## src/rtl/key_debounce_arbiter.sv

```systemverilog
// Shared-timer debounce for a bank of active-low keys: falling edges queue as
// requests, are served round-robin through one settle counter, and confirmed presses pulse.
module key_debounce_arbiter #(
   parameter int                NUM_KEYS   = 4,
   parameter int                IDX_W      = 2,
   parameter int                CNT_W      = 18,
   parameter logic [CNT_W-1:0]  SETTLE_MAX = 18'h3FFFF
) (
   input  logic                clk,
   input  logic                rst,
   input  logic [NUM_KEYS-1:0] key,
   output logic [NUM_KEYS-1:0] key_pulse,
   output logic                busy,
   output logic [IDX_W-1:0]    active_idx
);

   localparam int unsigned NK = NUM_KEYS;

   typedef enum logic [1:0] {IDLE, SETTLE, CHECK} state_t;

   state_t              r_state, w_state_nxt;
   logic [NUM_KEYS-1:0] r_key_s1, r_key_s2, r_key_prev;
   logic [NUM_KEYS-1:0] r_pend;
   logic [NUM_KEYS-1:0] r_key_pulse;
   logic [IDX_W-1:0]    r_last_grant;
   logic [IDX_W-1:0]    r_active_idx;
   logic [CNT_W-1:0]    r_cnt;

   logic [NUM_KEYS-1:0] w_fall_det;
   logic [NUM_KEYS-1:0] w_act_oh;
   logic [NUM_KEYS-1:0] w_pick_oh;
   logic [NUM_KEYS-1:0] w_pend_set;
   logic [IDX_W-1:0]    w_pick;
   logic                w_pick_vld;
   logic                w_act_fall;
   logic                w_act_low;
   logic                w_grant, w_cnt_clr, w_cnt_inc, w_fire, w_done;

   assign w_fall_det = r_key_prev & ~r_key_s2;
   assign w_act_oh   = NUM_KEYS'(1) << r_active_idx;
   assign w_pick_oh  = NUM_KEYS'(1) << w_pick;
   assign w_act_fall = |(w_fall_det & w_act_oh);
   assign w_act_low  = ~|(r_key_s2 & w_act_oh);
   // A bounce on the key being timed restarts its window instead of re-queuing it.
   assign w_pend_set = w_fall_det & ~((r_state == SETTLE) ? w_act_oh : '0);

   // First pending key after last_grant, wrapping modulo NUM_KEYS.
   always_comb begin
      int unsigned         v_idx;
      logic [NUM_KEYS-1:0] v_mask;
      w_pick     = '0;
      w_pick_vld = 1'b0;
      v_idx      = 0;
      v_mask     = '0;
      for (int unsigned k = 1; k <= NK; k++) begin
         v_idx  = (32'(r_last_grant) + k) % NK;
         v_mask = NUM_KEYS'(1) << v_idx;
         if (!w_pick_vld && |(r_pend & v_mask)) begin
            w_pick     = IDX_W'(v_idx);
            w_pick_vld = 1'b1;
         end
      end
   end

   always_comb begin
      w_state_nxt = r_state;
      w_grant     = 1'b0;
      w_cnt_clr   = 1'b0;
      w_cnt_inc   = 1'b0;
      w_fire      = 1'b0;
      w_done      = 1'b0;
      case (r_state)
         IDLE: begin
            if (w_pick_vld) begin
               w_grant     = 1'b1;
               w_state_nxt = SETTLE;
            end
         end
         SETTLE: begin
            if (w_act_fall) begin
               w_cnt_clr = 1'b1;
            end else if (r_cnt == SETTLE_MAX) begin
               w_state_nxt = CHECK;
            end else begin
               w_cnt_inc = 1'b1;
            end
         end
         CHECK: begin
            w_done      = 1'b1;
            w_fire      = w_act_low;
            w_state_nxt = IDLE;
         end
         default: w_state_nxt = IDLE;
      endcase
   end

   always_ff @(posedge clk) begin
      if (rst) begin
         r_state <= IDLE;
      end else begin
         r_state <= w_state_nxt;
      end
   end

   always_ff @(posedge clk) begin
      if (rst) begin
         r_key_s1     <= '1;
         r_key_s2     <= '1;
         r_key_prev   <= '1;
         r_pend       <= '0;
         r_key_pulse  <= '0;
         r_last_grant <= IDX_W'(NUM_KEYS - 1);
         r_active_idx <= '0;
         r_cnt        <= '0;
      end else begin
         r_key_s1    <= key;
         r_key_s2    <= r_key_s1;
         r_key_prev  <= r_key_s2;
         // Set is applied after clear so a same-cycle fall on the granted key survives.
         r_pend      <= (r_pend & ~(w_grant ? w_pick_oh : '0)) | w_pend_set;
         r_key_pulse <= w_fire ? w_act_oh : '0;
         if (w_grant) begin
            r_active_idx <= w_pick;
         end
         if (w_grant || w_cnt_clr) begin
            r_cnt <= '0;
         end else if (w_cnt_inc) begin
            r_cnt <= r_cnt + CNT_W'(1);
         end
         if (w_done) begin
            r_last_grant <= r_active_idx;
         end
      end
   end

   assign key_pulse  = r_key_pulse;
   assign busy       = (r_state != IDLE);
   assign active_idx = r_active_idx;

endmodule

```

## config.mk

```make
export PLATFORM = sky130hd
export DESIGN_NAME = key_debounce_arbiter
export DESIGN_NICKNAME = d
export VERILOG_FILES = /design/src/rtl/key_debounce_arbiter.sv
export SDC_FILE = /design/constraint.sdc
export NUM_CORES = 1
export LEC_CHECK = 0
export CELL_PAD_IN_SITES_DETAIL_PLACEMENT = 0
export CELL_PAD_IN_SITES_GLOBAL_PLACEMENT = 1
export CORE_UTILIZATION = 45
export CTS_BUF_LIST = sky130_fd_sc_hd__clkbuf_2 sky130_fd_sc_hd__clkbuf_4 sky130_fd_sc_hd__clkbuf_8
export DETAILED_ROUTE_END_ITERATION = 12
export PLACE_DENSITY = 0.89
export SYNTH_ARGS = -nofsm -noshare
export SYNTH_HDL_FRONTEND = slang
export SYNTH_SLANG_ARGS = --single-unit
```

## constraint.sdc

```tcl
create_clock -name clk -period 3.6 [get_ports clk]
set_input_delay 0.54 -clock clk [delete_from_list [all_inputs] [get_ports clk]]
set_output_delay 0.54 -clock clk [all_outputs]
set_load 0.005 [all_outputs]
```

==> out/metrics.yaml <==
async_flop_share_pct: 0
ctsResizeCount: 0
setup_viol: 0
p_switching_mw: 0.262
dp_hpwl_um: 2930
root_buffer: "clkbuf_8"
tightest_slew_ns: 0.712
grt_use_total_pct: 17.7
seqPwrFrac_pct: 54.6
status: "completed"
ys_warn_count: 0
worstHoldPathType: "reg -> reg"
holdPathStages: 1
pwr-share-clk_pct: 33.4
wl_um: 4050
syn_avg_cell_area_um2: 9.20
drv_cap: 0
p_leak_nw: 0.826
fin_skew_ns: 0.00587
htree_levels: 2
drc_errors: 0
r2r_cells: 7
clock-sinks: 44
setup_tns_ns: 0
start_util_pct: 48.0
post_cts_buffers: 0
yosysTopAreaCellShare_pct: 41.3
grt_antenna_before_repair: 0
power.internal_mw: 0.690
vias_per_cell: 5.76
slew_headroom_pct: 52.5
ant_nets: 0
worst_setup_path_start_kind: "register"
end_kind: "register"
cp_max_fo: 18
synth-edff-count: 0
syn_nets: 244
ys_ff_latch: 44
whs_ns: 0.413
numCtsBuffers: 5
synth_common_cells: "44 x dfxtp_1, 18 x a21oi_1, 13 x nor2_1"
io_pins: 13
core_area_um2: 4440
num_rows: 24
first_pass_iters: 4
netlist_top_cells_area: "dfxtp_1 41%, a21oi_1 4.2%, ha_1 3.5%"
die_h_um: 70.9
area_delta_synth_final_pct: 11.7
port_buffers: 12
yosysMostFrequentCell: "dfxtp_1"
netlist_area_um2: 2130
drt_iter0_drc: 91
cts.hold.buffers_added: 0
diodes: 0
grt_overflow: 0
yosysUniqueCellTypes: 52
seq_area_frac_synth_pct: 41.3
max_freq_mhz: 393
drive_gt1_share_pct: 13.0
ys.flop_type: "dfxtp_1"
grt_max_degree: 19
hold_viol: 0
gp_congestion: 0.881
dieWidth_um: 70.9
clk_path_buf_depth: 2
p_comb_share_pct: 12.0
vias: 1722
maxSlewViolCount: 0
p_per_area_nw_per_um2: 399
die_area_um2: 5020
cp.required_ns: 3.85
yosysTopAreaCell: "dfxtp_1"
swShare_pct: 27.5
rsz0062_at_grt: "false"
final_nets: 258
clkLatencyLatePin_ns: 0.30
cts_tree: "built"
grt_pass1_vias: 1567
worst-setup-path-type: "reg -> reg"
clkTransAtPathRegs_ns: 0.09
wl_per_cell_um: 13.6
syn_inst: 232
reg2reg_slack_ns: 1.05
vdd_ir_drop_max_uv: 279
grt_pass1_wl_um: 7090
worstPathArrival_ns: 2.79
finalCriticalPeriod_ns: 2.55
fin_crit_sh_pct: 70.7
## per-layer routing
metal	wire length (um)	GRT usage, %	share of wire [%]	vias up
met4	15	6.22	0.37	0
met3	112	4.70	2.8	2
met5	0	0	0	-
li1	-	-	-	893
met2	1910	28.3	47	26
met1	2020	23.0	50	801
## path summary, 6_finish.rpt
check | from | endpoint
worst max-delay path | r_last_grant[0] | r_cnt[4]
worst min-delay path | r_key_s1[2] | r_key_s2[2]
worst max register to register | r_last_grant[0] | r_cnt[4]
worst min register to register | r_key_s1[2] | r_key_s2[2]
## power by group through the flow
stage	Clock [mW]	Sequential, mW	Combinational, mW
finish	0.318	0.520	0.114
global route	0.346	0.522	0.127
CTS	0.325	0.519	0.116
detailed placement	0	0.531	0.115
global placement	0	0.530	0.114
floorplan	0	0.524	0.0866
## registers in the layout (all words and copies together), names as in the netlist
signal / cells
r_cnt: 18
active_idx: 2
r_key_s2: 4
r_pend: 4
r_last_grant: 2
r_state: 2
r_key_prev: 4
key_pulse: 4
r_key_s1: 4
## final cells by class
type                       instances  area [um2]
fill                             417        2060
sequential                        44         881
tap                               52        65.1
inverter                          10        37.5
timing repair buffer              12         120
multi-input combinational        173        1190
clock buffer                       5        68.8
clock inverter                     3        23.8
## cells by family after synthesis
group                      after synthesis  share of synthesized area [%]
and+or+nand+nor                         87                           23.2
AOI/OAI and AO/OA                       67                           22.2
DFF                                     44                           41.3
buffers and inverters                   15                           3.05
xor gates and xnor gates                 8                           3.28
adders and majority gates                6                           3.52
muxes                                    5                           3.58
## worst max-delay path, stage by stage, from the launching register on
cell	delay, ns
dfxtp_1	0.47
inv_1	0.17
ha_1	0.28
a22o_1	0.27
or2_1	0.28
o41ai_4	0.41
nand2_2	0.30
o21ba_2	0.32
## layout by cell type (no fill, tap or decap), types with 7 or more instances in the layout
| cell type | count |
|---|---|
| dfxtp_1 | 44 |
| a21oi_1 | 18 |
| nor2_1 | 13 |
| nand2_1 | 12 |
| or2_2 | 12 |
| clkdlybuf4s50_1 | 12 |
| inv_1 | 9 |
| nor4_1 | 8 |
| nand3_1 | 7 |
## stage by stage
step	cell area [um2]	utilization, %	instances	setup slack (ns)	total power, mW
2_1_floorplan	2130	-	232	1.41	0.610
3_3_place_gp	2290	51.6	291	1.15	0.645
3_5_place_dp	2290	51.6	291	1.07	0.646
4_1_cts	2380	53.7	299	1.05	0.959
5_1_grt	2380	53.7	299	0.810	0.995
6_report	2380	53.7	299	1.05	0.952
No activity file was read; power rests on OpenSTA's default activity.
